File: src/rtl/mips_mem_arbiter.sv
// Round-robin arbiter sharing one single-ported word memory between the CPU
// instruction-fetch port and data port, one transaction at a time.
module mips_mem_arbiter #(
  parameter int MEM_LATENCY = 1
) (
  input  logic        clk,
  input  logic        reset,
  input  logic        i_req,
  input  logic [31:0] i_addr,
  output logic        i_ack,
  output logic [31:0] i_rdata,
  input  logic        d_req,
  input  logic        d_write,
  input  logic [31:0] d_addr,
  input  logic [31:0] d_wdata,
  input  logic [3:0]  d_byteen,
  output logic        d_ack,
  output logic [31:0] d_rdata,
  output logic [31:0] mem_address,
  output logic        mem_read,
  output logic        mem_write,
  output logic [31:0] mem_writedata,
  output logic [3:0]  mem_byteenable,
  input  logic [31:0] mem_readdata,
  output logic        stall,
  output logic        busy
);

  typedef enum logic [1:0] {
    ST_IDLE   = 2'd0,
    ST_ACCESS = 2'd1,
    ST_DONE   = 2'd2
  } state_t;

  typedef enum logic {
    GNT_FETCH = 1'b0,
    GNT_DATA  = 1'b1
  } grant_t;

  localparam logic [3:0] CNT_LOAD = 4'(MEM_LATENCY - 1);

  state_t      state_q, state_d;
  grant_t      grant_q, grant_d;
  grant_t      last_grant_q, last_grant_d;
  logic [3:0]  cnt_q, cnt_d;
  logic [31:0] mem_address_q, mem_address_d;
  logic        mem_read_q, mem_read_d;
  logic        mem_write_q, mem_write_d;
  logic [31:0] mem_writedata_q, mem_writedata_d;
  logic [3:0]  mem_byteenable_q, mem_byteenable_d;
  logic        i_ack_q, i_ack_d;
  logic        d_ack_q, d_ack_d;
  logic [31:0] i_rdata_q, i_rdata_d;
  logic [31:0] d_rdata_q, d_rdata_d;
  logic        fetch_win_s;
  logic        addr_lo_unused_s;

  // Fetch wins when alone, or on contention when data was served last.
  assign fetch_win_s      = i_req & (~d_req | (last_grant_q == GNT_DATA));
  assign addr_lo_unused_s = ^i_addr[1:0];

  // Next-state, grant and memory-strobe computation.
  always_comb begin
    state_d          = state_q;
    grant_d          = grant_q;
    last_grant_d     = last_grant_q;
    cnt_d            = cnt_q;
    mem_address_d    = mem_address_q;
    mem_read_d       = mem_read_q;
    mem_write_d      = mem_write_q;
    mem_writedata_d  = mem_writedata_q;
    mem_byteenable_d = mem_byteenable_q;
    i_ack_d          = 1'b0;
    d_ack_d          = 1'b0;
    i_rdata_d        = i_rdata_q;
    d_rdata_d        = d_rdata_q;

    case (state_q)
      ST_IDLE: begin
        if (fetch_win_s) begin
          grant_d          = GNT_FETCH;
          last_grant_d     = GNT_FETCH;
          cnt_d            = CNT_LOAD;
          mem_address_d    = {i_addr[31:2], 2'b00};
          mem_read_d       = 1'b1;
          mem_write_d      = 1'b0;
          mem_writedata_d  = 32'h0000_0000;
          mem_byteenable_d = 4'hF;
          state_d          = ST_ACCESS;
        end else if (d_req) begin
          grant_d          = GNT_DATA;
          last_grant_d     = GNT_DATA;
          cnt_d            = CNT_LOAD;
          mem_address_d    = d_addr;
          mem_read_d       = ~d_write;
          mem_write_d      = d_write;
          mem_writedata_d  = d_wdata;
          mem_byteenable_d = d_byteen;
          state_d          = ST_ACCESS;
        end else begin
          state_d = ST_IDLE;
        end
      end

      ST_ACCESS: begin
        if (cnt_q != 4'd0) begin
          cnt_d = cnt_q - 4'd1;
        end else begin
          // Writes leave the data-port read register untouched.
          if (mem_read_q && (grant_q == GNT_FETCH)) begin
            i_rdata_d = mem_readdata;
          end else if (mem_read_q) begin
            d_rdata_d = mem_readdata;
          end else begin
            d_rdata_d = d_rdata_q;
          end
          if (grant_q == GNT_FETCH) begin
            i_ack_d = 1'b1;
          end else begin
            d_ack_d = 1'b1;
          end
          mem_address_d    = 32'h0000_0000;
          mem_read_d       = 1'b0;
          mem_write_d      = 1'b0;
          mem_writedata_d  = 32'h0000_0000;
          mem_byteenable_d = 4'h0;
          state_d          = ST_DONE;
        end
      end

      ST_DONE: begin
        state_d = ST_IDLE;
      end

      default: begin
        state_d = ST_IDLE;
      end
    endcase
  end

  // State and registered outputs with synchronous active-low reset.
  always_ff @(posedge clk) begin
    if (!reset) begin
      state_q          <= ST_IDLE;
      grant_q          <= GNT_FETCH;
      last_grant_q     <= GNT_DATA;
      cnt_q            <= 4'd0;
      mem_address_q    <= 32'h0000_0000;
      mem_read_q       <= 1'b0;
      mem_write_q      <= 1'b0;
      mem_writedata_q  <= 32'h0000_0000;
      mem_byteenable_q <= 4'h0;
      i_ack_q          <= 1'b0;
      d_ack_q          <= 1'b0;
      i_rdata_q        <= 32'h0000_0000;
      d_rdata_q        <= 32'h0000_0000;
    end else begin
      state_q          <= state_d;
      grant_q          <= grant_d;
      last_grant_q     <= last_grant_d;
      cnt_q            <= cnt_d;
      mem_address_q    <= mem_address_d;
      mem_read_q       <= mem_read_d;
      mem_write_q      <= mem_write_d;
      mem_writedata_q  <= mem_writedata_d;
      mem_byteenable_q <= mem_byteenable_d;
      i_ack_q          <= i_ack_d;
      d_ack_q          <= d_ack_d;
      i_rdata_q        <= i_rdata_d;
      d_rdata_q        <= d_rdata_d;
    end
  end

  assign i_ack          = i_ack_q;
  assign d_ack          = d_ack_q;
  assign i_rdata        = i_rdata_q;
  assign d_rdata        = d_rdata_q;
  assign mem_address    = mem_address_q;
  assign mem_read       = mem_read_q;
  assign mem_write      = mem_write_q;
  assign mem_writedata  = mem_writedata_q;
  assign mem_byteenable = mem_byteenable_q;
  assign stall          = (i_req & ~i_ack_q) | (d_req & ~d_ack_q);
  assign busy           = (state_q != ST_IDLE);

endmodule
File: config.mk
export PLATFORM = sky130hd
export DESIGN_NAME = mips_mem_arbiter
export DESIGN_NICKNAME = d
export VERILOG_FILES = /design/src/rtl/mips_mem_arbiter.sv
export SDC_FILE = /design/constraint.sdc
export NUM_CORES = 1
export LEC_CHECK = 0
export CAP_MARGIN = 10
export CELL_PAD_IN_SITES_DETAIL_PLACEMENT = 0
export CELL_PAD_IN_SITES_GLOBAL_PLACEMENT = 1
export CORE_UTILIZATION = 25
export CTS_CLUSTER_DIAMETER = 100
export CTS_CLUSTER_SIZE = 16
export DETAILED_ROUTE_END_ITERATION = 16
export GPL_ROUTABILITY_DRIVEN = 0
export PLACE_DENSITY_LB_ADDON = 0.05
export SLEW_MARGIN = 20
export SYNTH_ARGS = -nofsm -noshare
export SYNTH_HDL_FRONTEND = slang
export SYNTH_SLANG_ARGS = --single-unit
File: constraint.sdc
create_clock -name clk -period 1.8 [get_ports clk]
set_input_delay 0.18 -clock clk [delete_from_list [all_inputs] [get_ports clk]]
set_output_delay 0.18 -clock clk [all_outputs]
set_load 0.01 [all_outputs]
# Yosys cells after proc, flatten, opt, wreduce, memory -nomap -nowiden
# Cells that the tools add are included.
# word_totals
output_inout_bits,138
wordCells,74
input_bits,137
register_bits,144
# classes
n_bitwise,14
addsub,1
n_reduce_logical,12
n_mux,30
n_eq_ne,4
# op_table
operator,count
32-bit two-way mux,5
32-bit case mux with 2 select lines,2
4-bit two-way mux,6
4-bit case mux with 2 select lines,2
1-bit two-way mux,11
1-bit NOT,9
3-bit AND reduction,3
2-bit nonzero test,3
"2-bit inequality test, second input constant",2
1-bit case mux with 2 select lines,2
2-bit case mux with 2 select lines,1
4-bit AND reduction,1
4-bit nonzero test,1
"4-bit by 1-bit subtractor with 4-bit output, second input constant",1
1-bit AND,3
"3-bit inequality test, second input constant",1
3-bit OR reduction,1
"2-bit by 1-bit == test with 1-bit output, second input constant",1
2-bit zero test,1
2-bit two-way mux,1
1-bit OR,2
2-bit AND reduction,1
1-bit logical AND,1

# Logic depth before layout (Yosys ltp)
# Gate-level depths: netlist of run 1.
# logic_depth
ltp_word,5
depth_mapped,8
mapped_depth_nobuf,6

# Worst setup path before layout of run 1
# OpenSTA, ideal clock, no wires.
# synth_timing
kind,register -> register
from,register cnt_q[0]
to,"register mem_address_q[1], in the netlist mem_address[1]"
required_time_ns,1.683
period_less_slack_ns,1.804
setup_time_ns,0.117
arrival_ns,1.687
n_path_buf,2
path_stages_with_launch,9
setup_slack_ns,-0.004
cell_sequence,dfxtp_1 inv_1 ha_1 nor3b_2 nand2b_1 and3_1 buf_6 buf_6 a22o_1
# synth_via
elab_chain_cells,3
# synth_rtl
element,line,text
from (decl),45,"logic [3:0] cnt_q, cnt_d;"
from (signal assigned),161,cnt_q <= cnt_d;
4-bit nonzero test,106,if (cnt_q != 4'd0) begin
2-bit inequality test (no line),-,
3-bit AND reduction (no line),-,
to (signal assigned),162,mem_address_q <= mem_address_d;
to (decl),46,"logic [31:0] mem_address_q, mem_address_d;"
# Every way passes these cells.
# A chain may end at the register's enable or synchronous reset.

# Worst setup path in the final report of run 1
# layout_timing
from,input d_req
to,output stall
# layout_via
elab_chain_cells,2
# layout_rtl
element,line,text
from (decl),12,"input logic d_req,"
1-bit AND,183,assign stall = (i_req & ~i_ack_q) | (d_req & ~d_ack_q);
1-bit OR,183,
to (decl),25,"output logic stall,"
# Every way passes these cells.

==> metrics.txt, run 1 <==
die width=about 150 um; diode count=0; vias per inst=roughly 4.6; Detail Route Antenna Nets=0; Syn Nets=approximately 730; static leakage=roughly 0.0033 uW; DP Wirelength=roughly 13000 um; CP peak stage delay=around 0.6 ns; ratio of cells with drive above 1 in the final layout=8.22%; Synth area leader=dfxtp_1; final critical-path share of the clock period=a little over nine tenths; Tmin final=~1.7 ns; Final Total Pwr=8410 uW; largest net degree at the start of global routing=between 50 and 60; die footprint=approximately 0.022 mm2; CTS max path bufs=2; fin nets=about 1.0k; worst endpoint required time=1.62 ns; DIE HEIGHT=between 100 and 150 um; Clock Power Share=a little over two fifths; Fmax=between 500 and 600 MHz; TritonCTS Sinks=roughly 140; sw power=2110 uW; # rows=53; max-cap viol count=0; P_int=~6300 uW; CP max stage cell=clkdlybuf4s50_1; Routed WL per cell=15.7 um; Routed WL=18100 um; Buffers on Ports=roughly 270; setup_tns=0 ns; ranking of synthesized cells by area=dfxtp_1 (54%), nand2_1 (9.4%), a21oi_1 (6.9%), mux2i_1 (5.6%), a32oi_1 (3.6%); Clk pin slew, worst setup/hold paths=around 0.06 ns; worst min-delay path class=input pin to flop; Tot GR Track Use=around 16%; first-pass GRT wire length=28000 um; Synth Cell Area=between 0.005 and 0.006 mm2; unique cell type count in the Yosys netlist=39; IO Pins=275; initial core utilization=around 25%; run status=finished, final reports clean; delay-heaviest family, CP=buffers and inverters; endpoints failing setup=0; CORE AREA=approximately 0.021 mm2; Syn Inst Count=594; final hold viol count=0; Comb pwr share=about 17%; CP Class=input pin to output port; Post-CTS Setup Repair Bufs=0; Overflow after GRT=0; critical path cell sequence=clkdlybuf4s50_1 > inv_1 > o22ai_1 > clkdlybuf4s50_1; sequential area share after synthesis=between 50% and 60%; Least-Margin Pin Slew=approximately 0.36 ns; Remaining DRCs=0; RSZ-0062 raised after global routing=true; initial antenna violation count=0; crit path max fanout=5; number of global-route vias before repair=roughly 5.3k; P&R area growth vs syn=71.6%; routed via count=between 5k and 6k; Final Skew=between 0.009 and 0.01 ns; Seq pwr share=between 40% and 50%; Yosys top cell area share=around 54%; Worst-Skew Late Latency=roughly 0.41 ns; slew margin rel.=approximately three quarters; initial DRC count=about 180; maximum vdd ir drop=about 610 uV; Filler Cells Inserted=between 2k and 2.5k; post-synthesis area per instance=about 9 um2; TritonCTS buffer count=17; DR pass1 iterations=4; Max Transition Viols Final=0; most used cell along the critical path=clkdlybuf4s50_1; # H-tree levels=4; WP data arrival=1.55 ns; Startpoint Class=input pin; YS warnings=0; Root Driver=clkbuf_16; CP endpoint kind=output port; Net Sw Frac=~25%; #FFs+latches synth=about 140; TritonCTS clock tree=yes; pwr/cell area=around 920 mW/mm2; Worst Path Buf+Inv=3
-- path summary, 6_finish.rpt --
path | from | end | slack, ns | cells after the start
max | d_req | stall | 0.07 | 4
min | mem_readdata[24] | i_rdata[24]$_SDFFE_PN0P_ | 0.35 | 3
max reg2reg | cnt_q[1]$_SDFFE_PN0P_ | d_rdata[0]$_SDFFE_PN0P_ | 0.08 | 7
min reg2reg | d_rdata[7]$_SDFFE_PN0P_ | d_rdata[7]$_SDFFE_PN0P_ | 0.45 | 2
-- final cells by class --
cell class                 count  area, um2  area share, %
sequential                   144       2880           31.6
multi-input combinational    394       2230           24.4
clock inverter                13        165           1.81
inverter                       5       20.0          0.219
clock buffer                  18        429           4.70
timing repair buffer         302       3070           33.6
tap                          275        344           3.77
-- power groups by stage --
| stage | Clock, uW | Combinational [uW] | Sequential (uW) |
|---|---|---|---|
| 2_1_floorplan | 0 | 458 | 3590 |
| 3_3_place_gp | 0 | 1390 | 3520 |
| 3_5_place_dp | 0 | 1400 | 3520 |
| 4_1_cts | 3690 | 1400 | 3460 |
| 5_1_grt | 3840 | 1490 | 3480 |
| 6_report | 3570 | 1390 | 3460 |
-- cell families (layout without fill, tap and decap cells) --
| family | count (synthesis) | after routing | share of synthesized area (%) |
|---|---|---|---|
| fa+ha+maj | 2 | 2 | 0.470 |
| compound gates | 151 | 151 | 18.0 |
| flops | 144 | 144 | 54.1 |
| buf+inv | 56 | 338 | 4.58 |
| simple gates | 211 | 211 | 17.2 |
| mux | 30 | 30 | 5.64 |
-- state kept, by name, summed over array words and instances, names as in the netlist --
name / cells
cnt_q: 4
d_ack: 1
d_rdata: 32
grant_q: 1
i_ack: 1
i_rdata: 32
last_grant_q: 1
mem_address: 32
mem_byteenable: 4
mem_read: 1
mem_write: 1
mem_writedata: 32
state_q: 2
-- synthesized netlist by cell type --
cell       instances
nor4bb_1           1
o22ai_1            1
clkbuf_1          29
and3_1             2
nand4_1           18
dfxtp_1          144
nor3b_2            1
a2111oi_0          1
nand2b_1           3
or3_1              2
o21a_1             1
clkbuf_2           1
a22o_1            12
buf_2             14
or4_1              1
a32oi_1           22
a31oi_1            2
a21oi_2            1
inv_1              4
a211oi_1           1
nor3_1            14
nand3b_1           1
o21ai_0           22
nand2_1          133
o211ai_1           1
clkinv_1           1
and2_1             3
or3b_1             1
o2bb2ai_1         12
buf_6              2
a21oi_1           73
a21o_1             1
a2111oi_2          1
mux2i_1           30
buf_1              5
ha_1               2
or2_1              1
nor2_1            27
nand3_1            3
-- worst min-delay path, stage by stage --
cell             delay [ns]
clkdlybuf4s50_1        0.42
nand2_1                0.07
a21oi_1                0.05
-- stage by stage --
stage                     utilization [%]  cells  setup slack (ns)  hold WS [ns]  instance area (um2)
after floorplan                         -    594          -0.00420         0.305                 5330
after global placement               40.5   1120            0.0227         0.440                 8500
after detailed placement             40.5   1120            0.0107         0.446                 8500
after CTS                            43.4   1151            0.0101         0.325                 9090
after global routing                 43.6   1151           0.00286         0.337                 9140
final                                43.6   1151            0.0737         0.345                 9140
-- repair_timing --
item	in CTS	in global routing
pin swaps	0	1
hold buffers	0	0
setup endpoints to repair	2	32
resized for setup	3	11
-- placed cells by master, fill, tap and decap left out, types with 12 or more instances in the layout --
cell,instances
nor2_1,27
nand4_1,18
nor3_1,13
clkdlybuf4s50_1,271
nand2_1,132
o21ai_0,22
buf_4,19
o2bb2ai_1,12
a21oi_1,73
clkbuf_16,17
mux2i_1,30
dfxtp_1,143
a32oi_1,22
a22o_1,12
-- routing by layer --
| layer | track usage (%) | routed length [um] |
|---|---|---|
| met5 | 0 | 0 |
| met2 | 29.2 | 9110 |
| met1 | 17.9 | 7260 |
| met4 | 4.95 | 161 |
| met3 | 6.57 | 1600 |
Power figures use the tool's default switching activity.
==> run 2: changes to the inputs <==
- SKIP_CTS_REPAIR_TIMING: not set -> 1
- SLEW_MARGIN: 20 -> not set
==> metrics.txt, run 2 (synthesis gave the netlist of run 1 again) <==
diode count=0 (unchanged); first-pass GRT wire length=28000 um (unchanged); TritonCTS Sinks=144 (unchanged); Routed WL per cell=15.7 um (-0.19%); Root Driver=clkbuf_16; Hold Path Stages=3 (unchanged); CP max stage cell=clkdlybuf4s50_1; CTS max path bufs=2 (unchanged); # rows=53 (unchanged); CP Class=input pin to output port; Final Util=43.6% (about the same); die footprint=0.0219 mm2 (unchanged); Routed WL=18100 um (-0.19%); most used cell along the critical path=clkdlybuf4s50_1; worst r2r path cells=7 (unchanged); fin nets=1003 (unchanged); CP endpoint kind=output port; Startpoint Class=input pin; initial antenna violation count=0 (unchanged); Detail Route Antenna Nets=0 (unchanged); worst min-delay path class=input pin to flop; DR pass1 iterations=4 (unchanged); CP peak stage delay=0.61 ns (about the same); IO Pins=275 (unchanged); dpl cell area=0.00850 mm2 (unchanged); crit path max fanout=5 (unchanged); run status=finished, final reports clean; Filler Cells Inserted=2092 (-0.14%); DIE HEIGHT=148 um (unchanged); # H-tree levels=4 (unchanged); RSZ-0062 raised after global routing=true; Post-Place Cells=1120 (unchanged); Overflow after GRT=0 (unchanged); Buffers on Ports=272 (unchanged); routed via count=5257 (-0.15%); die width=148 um (unchanged); max-cap viol count=0 (unchanged); critical path cell sequence=clkdlybuf4s50_1 > inv_1 > o22ai_1 > clkdlybuf4s50_1; Final Skew=0.00922 ns (+0.0000322 ns); pwr/cell area=921 mW/mm2 (about the same); number of global-route vias before repair=5312 (unchanged); Tmin final=1.73 ns (+0.000184 ns); worst endpoint required time=1.62 ns (about the same); slew margin rel.=75.7% (about the same); Non-Filler Instances=1151 (unchanged); Hold WS=0.345 ns (+0.0000210 ns); largest net degree at the start of global routing=55 (unchanged); Least-Margin Pin Slew=0.361 ns (-0.000471 ns); commonest cells after routing, fill and taps aside=clkdlybuf4s50_1 (271), dfxtp_1 (142), nand2_1 (132); P&R area growth vs syn=71.6% (about the same); Max Transition Viols Final=0 (unchanged); Place WS=0.0107 ns (unchanged); vias per inst=4.57 (-0.15%); Tot GR Track Use=16.5% (unchanged); initial core utilization=25.4% (unchanged); final critical-path share of the clock period=95.9% (about the same); WP data arrival=1.55 ns (about the same); TritonCTS clock tree=yes; static leakage=0.00330 uW (+0.39%); most common cell after layout, fill and taps aside=clkdlybuf4s50_1; Clk pin slew, worst setup/hold paths=0.06 ns (about the same); Worst-Skew Late Latency=0.41 ns (about the same); Fmax=579 MHz (about the same); initial DRC count=189 (+8.0%); endpoints failing setup=0 (unchanged); DP Wirelength=12900 um (unchanged); post-route cell area=0.00914 mm2 (about the same); fin worst setup slack=0.0735 ns (-0.000184 ns); ratio of cells with drive above 1 in the final layout=8.45% (+0.23 points); Remaining DRCs=0 (unchanged); maximum vdd ir drop=611 uV (about the same); final hold viol count=0 (unchanged); TritonCTS buffer count=17 (unchanged); CORE AREA=0.0210 mm2 (unchanged)
-- run 2: stage by stage --
stage               total power, uW  setup TNS (ns)
global placement               4900               0
floorplan                      4040         -0.0336
global route                   8810         -0.0461
CTS                            8560          -0.141
detailed placement             4920               0
finish                         8410               0
-- run 2: worst paths after layout --
path	slack, ns	from	endpoint
worst min-delay path	0.35	mem_readdata[24]	i_rdata[24]$_SDFFE_PN0P_
worst min register to register	0.45	d_rdata[7]$_SDFFE_PN0P_	d_rdata[7]$_SDFFE_PN0P_
worst max register to register	0.07	cnt_q[0]$_SDFFE_PN0P_	d_rdata[0]$_SDFFE_PN0P_
worst max-delay path	0.07	d_req	stall
-- run 2: cell type report --
type	instances	area, um2	area share (%)
inverters	5	20.0	0.219
multi-input cells	394	2220	24.3
clock buffers	18	429	4.70
clock inverters	13	165	1.81
well taps	275	344	3.77
flip-flops and latches	144	2890	31.6
repair buffers	302	3070	33.6
-- run 2: power by group --
group | leakage, uW | switching, uW | internal, uW
Sequential | 0.00117 | 98.5 | 3360
Combinational | 0.00184 | 625 | 764
Clock | 0.000290 | 1390 | 2180
Total | 0.00330 | 2110 | 6300
-- run 2: layer usage --
layer	routed length, um	global-route usage, %	vias up
li1	-	-	2626
met1	7230	17.9	2453
met2	9120	29.2	167
met3	1580	6.57	11
met4	161	4.95	0
met5	0	0	-
-- run 2: critical path: cells and delay by family --
family,cells,cell delay [ns]
buf+inv,3,1.24
compound gates,1,0.13
